===== src/rtl/reply_scheduler_if.sv =====
// reply_scheduler_if: receiver/transmitter handshake bundle for reply_scheduler.
// The master modport drives the frame and transmitter status; the slave is the scheduler.
interface reply_scheduler_if;
  localparam int unsigned CMD_W = 3;

  logic             rx_frame_end;
  logic             rx_err;
  logic [CMD_W-1:0] cmd_type;
  logic             tx_busy;
  logic             tx_frame_end;
  logic             tx_start;
  logic [CMD_W-1:0] reply_type;
  logic             reply_pending;
  logic             deadline_miss;
  logic             cmd_overrun;

  modport master (
    output rx_frame_end, rx_err, cmd_type, tx_busy, tx_frame_end,
    input  tx_start, reply_type, reply_pending, deadline_miss, cmd_overrun
  );

  modport slave (
    input  rx_frame_end, rx_err, cmd_type, tx_busy, tx_frame_end,
    output tx_start, reply_type, reply_pending, deadline_miss, cmd_overrun
  );
endinterface


===== src/rtl/reply_scheduler.sv =====
// reply_scheduler: issues a reply tx_start exactly TURNAROUND cycles after a valid command
// frame end (or later if the transmitter is busy). Define REPLY_DEADLINE_EN to drop late replies.
module reply_scheduler #(
  parameter int unsigned TURNAROUND = 4,
  parameter int unsigned DEADLINE   = 16,
  parameter int unsigned CW         = 8
) (
  input  logic             clk,
  input  logic             rst,
  reply_scheduler_if.slave bus
);
  localparam int unsigned   TW      = 3;
  localparam logic [CW-1:0] TA_LAST = CW'(TURNAROUND - 1);
  localparam logic [CW-1:0] CNT_MAX = {CW{1'b1}};

  if (TURNAROUND < 1 || DEADLINE <= TURNAROUND || (DEADLINE >> CW) != 0) begin : g_param_check
    $error("reply_scheduler: illegal TURNAROUND/DEADLINE/CW combination");
  end

  typedef enum logic [1:0] {ST_IDLE, ST_TURN, ST_WAIT, ST_SEND} state_e;

  state_e          state_q, state_d;
  logic [CW-1:0]   cnt_q, cnt_d, cnt_inc;
  logic [TW-1:0]   cmd_q, cmd_d, rtype_q, rtype_d;
  logic            fe_q, fe_d, err_q, err_d;
  logic            start_q, start_d, miss_q, miss_d, ovr_q, ovr_d, pend_q, pend_d;
  logic            tick, cmd_onehot, valid, accept, launch, at_deadline;

  assign tick       = ~bus.rx_frame_end & fe_q;
  assign cmd_onehot = (cmd_q == 3'b001) || (cmd_q == 3'b010) || (cmd_q == 3'b100);
  assign valid      = tick & ~err_q & cmd_onehot;

`ifdef REPLY_DEADLINE_EN
  localparam logic [CW-1:0] DL_LAST = CW'(DEADLINE - 1);
  assign at_deadline = (state_q == ST_WAIT) && !valid && (cnt_q == DL_LAST);
`else
  assign at_deadline = 1'b0;
`endif

  // Counter value equals cycles elapsed since the accepted tick (the tick cycle itself is 0),
  // so the send decision at TURNAROUND-1 registers tx_start exactly TURNAROUND cycles later.
  always_comb begin
    state_d = state_q;
    cnt_d   = cnt_q;
    rtype_d = rtype_q;
    start_d = 1'b0;
    miss_d  = 1'b0;
    ovr_d   = 1'b0;
    accept  = 1'b0;
    launch  = 1'b0;
    fe_d    = bus.rx_frame_end;
    cmd_d   = bus.rx_frame_end ? bus.cmd_type : cmd_q;
    err_d   = bus.rx_frame_end ? bus.rx_err : err_q;
    cnt_inc = (cnt_q == CNT_MAX) ? cnt_q : cnt_q + CW'(1);

    case (state_q)
      ST_IDLE: accept = valid;
      ST_TURN, ST_WAIT: begin
        if (valid) begin
          accept = 1'b1;
          ovr_d  = 1'b1;
        end else begin
          cnt_d  = cnt_inc;
          launch = (state_q == ST_WAIT) || (cnt_q == TA_LAST);
        end
      end
      ST_SEND: begin
        if (bus.tx_frame_end) begin
          accept = valid;
          if (!valid) begin
            state_d = ST_IDLE;
            rtype_d = '0;
          end
        end else begin
          ovr_d = valid;
        end
      end
      default: state_d = ST_IDLE;
    endcase

    if (accept) begin
      rtype_d = cmd_q;
      cnt_d   = CW'(1);
      state_d = ST_TURN;
      launch  = (TURNAROUND == 1);
    end

    // Ready to send: go now if the transmitter is free, else wait (or drop at the deadline).
    if (launch) begin
      if (!bus.tx_busy) begin
        start_d = 1'b1;
        state_d = ST_SEND;
      end else if (at_deadline) begin
        miss_d  = 1'b1;
        state_d = ST_IDLE;
        rtype_d = '0;
      end else begin
        state_d = ST_WAIT;
      end
    end

    pend_d = (state_d != ST_IDLE);
  end

  always_ff @(posedge clk or posedge rst) begin
    if (rst) begin
      state_q <= ST_IDLE;
      cnt_q   <= '0;
      cmd_q   <= '0;
      rtype_q <= '0;
      fe_q    <= 1'b0;
      err_q   <= 1'b0;
      start_q <= 1'b0;
      miss_q  <= 1'b0;
      ovr_q   <= 1'b0;
      pend_q  <= 1'b0;
    end else begin
      state_q <= state_d;
      cnt_q   <= cnt_d;
      cmd_q   <= cmd_d;
      rtype_q <= rtype_d;
      fe_q    <= fe_d;
      err_q   <= err_d;
      start_q <= start_d;
      miss_q  <= miss_d;
      ovr_q   <= ovr_d;
      pend_q  <= pend_d;
    end
  end

  assign bus.tx_start      = start_q;
  assign bus.reply_type    = rtype_q;
  assign bus.reply_pending = pend_q;
  assign bus.deadline_miss = miss_q;
  assign bus.cmd_overrun   = ovr_q;
endmodule


===== src/flat_wrapper.sv =====
// flat-port wrapper written by rule: the top's interface ports become plain ports
module reply_scheduler_flat 
#(
  parameter int unsigned TURNAROUND = 4,
  parameter int unsigned DEADLINE   = 16,
  parameter int unsigned CW         = 8
)
  (clk, rst, bus_rx_frame_end, bus_rx_err, bus_cmd_type, bus_tx_busy, bus_tx_frame_end, bus_tx_start, bus_reply_type, bus_reply_pending, bus_deadline_miss, bus_cmd_overrun);
  reply_scheduler_if bus_i ();
  input  logic clk;
  input  logic rst;
  input wire logic [$bits(bus_i.rx_frame_end)-1:0] bus_rx_frame_end;
  input wire logic [$bits(bus_i.rx_err)-1:0] bus_rx_err;
  input wire logic [$bits(bus_i.cmd_type)-1:0] bus_cmd_type;
  input wire logic [$bits(bus_i.tx_busy)-1:0] bus_tx_busy;
  input wire logic [$bits(bus_i.tx_frame_end)-1:0] bus_tx_frame_end;
  output wire logic [$bits(bus_i.tx_start)-1:0] bus_tx_start;
  output wire logic [$bits(bus_i.reply_type)-1:0] bus_reply_type;
  output wire logic [$bits(bus_i.reply_pending)-1:0] bus_reply_pending;
  output wire logic [$bits(bus_i.deadline_miss)-1:0] bus_deadline_miss;
  output wire logic [$bits(bus_i.cmd_overrun)-1:0] bus_cmd_overrun;
  assign bus_i.rx_frame_end = bus_rx_frame_end;
  assign bus_i.rx_err = bus_rx_err;
  assign bus_i.cmd_type = bus_cmd_type;
  assign bus_i.tx_busy = bus_tx_busy;
  assign bus_i.tx_frame_end = bus_tx_frame_end;
  assign bus_tx_start = bus_i.tx_start;
  assign bus_reply_type = bus_i.reply_type;
  assign bus_reply_pending = bus_i.reply_pending;
  assign bus_deadline_miss = bus_i.deadline_miss;
  assign bus_cmd_overrun = bus_i.cmd_overrun;
  reply_scheduler #(.TURNAROUND(TURNAROUND), .DEADLINE(DEADLINE), .CW(CW)) u_core (.clk(clk), .rst(rst), .bus(bus_i));
endmodule

===== config.mk =====
export PLATFORM = sky130hd
export DESIGN_NAME = reply_scheduler_flat
export DESIGN_NICKNAME = d
export VERILOG_FILES = /design/src/rtl/reply_scheduler_if.sv /design/src/rtl/reply_scheduler.sv /design/src/flat_wrapper.sv
export SDC_FILE = /design/constraint.sdc
export NUM_CORES = 1
export LEC_CHECK = 0
export ABC_AREA = 1
export BUFFER_PORTS_ARGS = -buffer_cell sky130_fd_sc_hd__clkbuf_2
export CAP_MARGIN = 20
export CORE_MARGIN = 10
export CORE_UTILIZATION = 35
export CTS_CLUSTER_SIZE = 30
export DETAILED_ROUTE_END_ITERATION = 10
export PLACE_DENSITY = 0.52
export SYNTH_ARGS = -nofsm -noshare
export SYNTH_HDL_FRONTEND = slang
export SYNTH_SLANG_ARGS = --single-unit

===== constraint.sdc =====
create_clock -name clk -period 4 [get_ports clk]
set_input_delay 0.4 -clock clk [delete_from_list [all_inputs] [get_ports clk]]
set_output_delay 0.4 -clock clk [all_outputs]
set_load 0.03 [all_outputs]

Word level (Yosys, flattened, before mapping)
Index checks and enable logic that the tools add are counted.
Storage, ports and cells
  bits in registers: 21
  bits in writable memories: 0
  memory bits (read-only): 0
  input bits: 9
  bits in latches: 0
  output and inout bits: 7
  memories kept: 0
  logic and storage cells: 60
Operators by class
  reduce and logical (&&, ||, !) cells: 11
  mux-type cells: 24
  shift-type cells: 0
  $lt $le $gt $ge: 0
  equal/unequal tests: 10
  add/subtract/negate cells: 1
  divide/modulo/power cells: 0
  bitwise gates (word level): 5
  multiply operators: 0
Operators by type and width (number)
  8-bit two-way mux: 4
  3-bit two-way mux: 4
  2-bit two-way mux: 5
  1-bit two-way mux: 9
  8-bit by 1-bit adder with 8-bit output (second input constant): 1
  8-bit by 2-bit == test with 1-bit output (second input constant): 1
  8-bit == test (second input constant): 1
  2-bit nonzero test: 4
  3-bit AND reduction: 2
  2-bit == test (second input constant): 2
  1-bit AND: 3
  3-bit by 1-bit == test with 1-bit output (second input constant): 1
  3-bit by 2-bit == test with 1-bit output (second input constant): 1
  3-bit == test (second input constant): 1
  1-bit logical OR: 3
  1-bit case mux with 3 select lines: 1
  2-bit by 1-bit == test with 1-bit output (second input constant): 1
  2-bit zero test: 1
  2-bit by 1-bit != test with 1-bit output (second input constant): 1
  2-bit != test (second input constant): 1
  1-bit inverter: 2
  1-bit case mux with 2 select lines: 1
  2-bit OR reduction: 1

Longest topological paths before layout
  depth in word-level cells: 10
  depth in mapped cells: 9
  depth with buffers taken out: 9

Worst setup path before layout
No wires, ideal clock.
  path kind: register to register
  start: register u_core.state_q[1]
  end: register u_core.cnt_q[3]
  setup time: 116 ps
  cell stages (with the launch flop): 9
  path buffers: 0
  data required time: 3884 ps
  data arrival time: 1275 ps
  period minus slack after synthesis: 1392 ps
  slack: 2608 ps
  cell sequence: dfrtp_1 ha_1 inv_1 nor2_2 inv_1 nor3_2 nor2_4 nand2_1 nand2_1
Between the ends
  cells in the longest elaborated chain, start to end: 5
  elaborated cells between the ends (all ways): 11
  those cells by class: eq/ne (5); mux (2); reduce/logical (4)
RTL lines
  from (decl): line reply_scheduler.sv:22  | state_e state_q, state_d;
  from (signal assigned): line reply_scheduler.sv:118  | state_q <= state_d;
  2-bit by 1-bit == test with 1-bit output or 2-bit == test (tied branches): line reply_scheduler.sv:56  | case (state_q)
  2-bit OR reduction: line reply_scheduler.sv:56
  1-bit case mux with 3 select lines: line reply_scheduler.sv:56
  2-bit != test (no line), or another cell as far along
  3-bit AND reduction (no line)
  to (signal assigned): line reply_scheduler.sv:119  | cnt_q <= cnt_d;
  to (decl): line reply_scheduler.sv:23  | logic [CW-1:0] cnt_q, cnt_d, cnt_inc;
Parallel ways exist; a longest one is shown, timed or not.
A chain may end at the register's enable or synchronous reset.

Worst setup path after layout
  start: register u_core.cnt_q[0]
  end: register u_core.cnt_q[0]
Between the ends
  cells in the longest elaborated chain, start to end: 5
  elaborated cells between the ends (all ways): 8
  those cells by class: add/sub (1); eq/ne (2); mux (4); reduce/logical (1)
RTL lines
  8-bit by 1-bit adder with 8-bit output: line reply_scheduler.sv:54  | cnt_inc = (cnt_q == CNT_MAX) ? cnt_q : cnt_q + CW'(1);
  8-bit two-way mux: line reply_scheduler.sv:54
  8-bit two-way mux: line reply_scheduler.sv:59  | if (valid) begin
  8-bit two-way mux: line reply_scheduler.sv:56
  8-bit two-way mux: line reply_scheduler.sv:81  | if (accept) begin
Parallel ways exist; a longest one is shown, timed or not. The select of a mux whose other input is x is not followed.

==> flow_metrics.env <==
export IMPL_max_freq_ghz=0.6423
export IMPL_avgSynthCellArea_sq_um=7.930
export IMPL_rsz0062_at_grt="false"
export IMPL_maxCapViolCount=0
export IMPL_crit_family="simple AND/OR/NAND/NOR gates"
export IMPL_yosys_area_share_adder_pct=4.098
export IMPL_setup_viol_count_final=0
export IMPL_root_buffer="clkbuf_4"
export IMPL_internal_power_uw=445.5
export IMPL_tns_ns=0
export IMPL_drtPass1Iterations=4
export IMPL_antenna_found_initial=0
export IMPL_clk_latency_ns=0.31
export IMPL_die_area_sq_mm=0.006252
export IMPL_path_clk_slew_ns=0.13
export IMPL_n_antenna_cell=0
export IMPL_synth_enable_flop_cells=0
export IMPL_run_status="complete, no violations"
export IMPL_initial_core_util_pct=36.31
export IMPL_clock_skew_ns=0.004587
export IMPL_ys_seq_area_share_pct=43.03
export IMPL_worstMarginPinSlew_ns=0.7896
export IMPL_drtIter0Drc=39
export IMPL_stdcell_count=217
export IMPL_ys_top_cells_by_count="nand2_1 (46), dfrtp_1 (21), inv_1 (21)"
export IMPL_fin_crit_ns=1.557
export IMPL_synth_cell_types=24
export IMPL_top_level_ports=16
export IMPL_detail_route_antenna_nets=0
export IMPL_worst_endpoint_required_ns=4.26
export IMPL_yosys_register_bits=21
export IMPL_core_sq_mm=0.003363
export IMPL_cts_buffer_depth=2
export IMPL_drive_above_1_share_pct=19.30
export IMPL_crit_path_max_incr_delay_ns=0.45
export IMPL_crit_path_frequent_cell="nand2_1"
export IMPL_grt_pass1_vias=997
export IMPL_hold_viol_final=0
export IMPL_synth_top_family_by_area="simple AND/OR/NAND/NOR gates"
export IMPL_yosys_warnings=0
export IMPL_io_buffers=14
export IMPL_post_drt_wl_per_cell_um=11.12
export IMPL_synthSimpleGateAreaFrac_pct=37.70
export IMPL_yosysTopAreaCell="dfrtp_1"
export IMPL_p_comb_share_pct=48.6
export IMPL_vias=1000
export IMPL_drt_drc_violations_left=0
export IMPL_hpwl_mm=1.969
export IMPL_holdBufCountCts=0
export IMPL_start_kind="flip-flop"
export IMPL_worstSetupPathType="reg -> reg"
export IMPL_seq_power_share_pct=38.5
export IMPL_cts_buffers=3
export IMPL_overflow=0
export IMPL_synth_xor_area_share_pct=2.152
export IMPL_muxShareOfSynthArea_pct=0
export IMPL_worstPathArrival_ns=1.81
export IMPL_cp_end_kind="flip-flop"
export IMPL_post_cts_resized=0
export IMPL_die_w_um=79.07
export IMPL_cts_num_sinks=21
export IMPL_fin_ws_ns=2.443
export IMPL_synthArstFlopShare_pct=100.0
export IMPL_place_congestion=0.8416
export IMPL_die_y_um=79.07
export IMPL_rows=21
export IMPL_drt_total_wl_mm=2.414
export IMPL_p_switching_uw=386.0
export IMPL_path_cells="ha_1, nand2_1, nor2_2, a21oi_1, nor2_2, nor2_4, nand2_1, nand2_1"
export IMPL_max_vdd_ir_drop_mv=0.2747
export IMPL_yosysTopAreaCellShare_pct=43.03
export IMPL_grt_first_pass_wirelength_mm=4.367
export IMPL_synth_compound_area_share_pct=5.328
export IMPL_syn_nets=167
export IMPL_htree_num_levels=1
export IMPL_netlist_area_sq_mm=0.001221
export IMPL_min_delay_path_class="in -> async"
export IMPL_syn_inst=154
export IMPL_finalNetCount=185
export IMPL_synth_area_leaders="dfrtp_1 (43%), nand2_1 (14%), inv_1 (6.5%)"
export IMPL_slew_headroom_pct=47.30
export IMPL_synth_flop_cell="dfrtp_1"
export IMPL_crit_fanout=6
export IMPL_grt_use_total_pct=8.438
export IMPL_post_cts_buffers=0
export IMPL_area_growth_pct=12.30
export IMPL_power_density_mw_per_mm2=606.4
export IMPL_p_leak_uw=0.0007111
export IMPL_place_ws_ns=2.475
export IMPL_post_synth_top_count_cell="nand2_1"
export IMPL_cts_tree="done"
export IMPL_post_place_cells=213
export IMPL_critPathBufInv=0
export IMPL_p_sw_share_pct=46.42
export IMPL_drv_slew=0
export IMPL_grt_max_degree=22
export IMPL_routed_via_density=4.608
export IMPL_clkPwrFrac_pct=12.9
export IMPL_cp_slowest_cell="dfrtp_1"
export IMPL_fin_crit_sh_pct=38.92
## logic make-up after synthesis
logic type               Yosys count
adder cells (fa/ha/maj)            4
XOR/XNOR                           3
buffers and inverters             23
AO/OA/AOI/OAI                     12
other                              1
AND/OR/NAND/NOR                   90
flip-flops                        21
## power by group through the flow
stage	Sequential (uW)	Clock (uW)	Combinational (uW)
after floorplan	348	0	288
after global placement	319	0	407
after detailed placement	324	0	407
after CTS	320	114	410
after global routing	329	125	465
final	320	107	404
## state kept, by name, indices dropped and copies added (netlist names)
| register | count |
|---|---|
| u_core.cmd_q | 3 |
| u_core.cnt_q | 8 |
| u_core.bus.reply_pending | 1 |
| u_core.err_q | 1 |
| u_core.bus.reply_type | 3 |
| u_core.bus.tx_start | 1 |
| u_core.fe_q | 1 |
| u_core.state_q | 2 |
| u_core.bus.cmd_overrun | 1 |
## stage by stage
step | hold WS, ns | util [%] | total power (uW) | area [sq um]
after floorplan | 0.3765 | - | 635.8 | 1221
after global placement | 0.5070 | 39.88 | 726.5 | 1341
after detailed placement | 0.5209 | 39.88 | 731.3 | 1341
after CTS | 0.2201 | 40.77 | 843.4 | 1371
after global routing | 0.2570 | 40.77 | 918.0 | 1371
final | 0.1962 | 40.77 | 831.6 | 1371
## worst paths after layout
check / startpoint / to / slack, ns / depth (start not counted)
worst max-delay path: u_core.cnt_q[0] / u_core.cnt_q[0] / 2.44 / 8
worst min-delay path: rst / u_core.fe_q / 0.20 / 2
worst max register to register: u_core.cnt_q[0] / u_core.cnt_q[0] / 2.44 / 8
worst min register to register: u_core.bus.reply_type[0] / u_core.bus.reply_type[0] / 0.55 / 2
max in group asynchronous: rst / u_core.cnt_q[1] / 3.31 / 2
min in group clk: bus_cmd_type[2] / u_core.cmd_q[2] / 0.29 / 3
## layout by cell type, fill, tap and decap left out
master / Yosys / layout
o21ai_0: 6 / 6
nor2_4: 2 / 2
nand2_4: 3 / 3
clkbuf_2: 0 / 14
o21bai_1: 1 / 1
nand2_2: 2 / 2
inv_1: 21 / 21
nor3_4: 1 / 1
conb_1: 1 / 1
clkinvlp_4: 0 / 1
clkbuf_4: 0 / 3
nand3_1: 13 / 13
nand4_1: 3 / 3
inv_2: 1 / 1
nor2_2: 3 / 3
ha_1: 4 / 4
xor2_1: 3 / 3
nand3_4: 1 / 1
dfrtp_1: 21 / 21
nor2_8: 1 / 1
nand2_1: 46 / 46
a21oi_1: 1 / 1
a211oi_1: 1 / 1
nor3_2: 1 / 1
o21ai_1: 3 / 3
nor2_1: 14 / 14
## metal layers
layer  vias up  routed length [um]  global-route usage (%)  share of wire [%]
met2        22                1155                   13.78                 48
met3         2                  91                   3.041                3.8
li1        516                   -                       -                  -
met5         -                   0                       0                  0
met4         0                  18                   2.151               0.75
met1       460                1148                   10.26                 48
## layout make-up
type	instances	area [sq um]
Fill cell	386	1992
Multi-Input combinational cell	110	605.6
Sequential cell	21	525.5
Inverter	22	82.58
Timing Repair Buffer	14	70.07
Tap cell	46	57.56
Clock buffer	3	22.52
Clock inverter	1	7.507
Power figures use the tool's default switching activity.
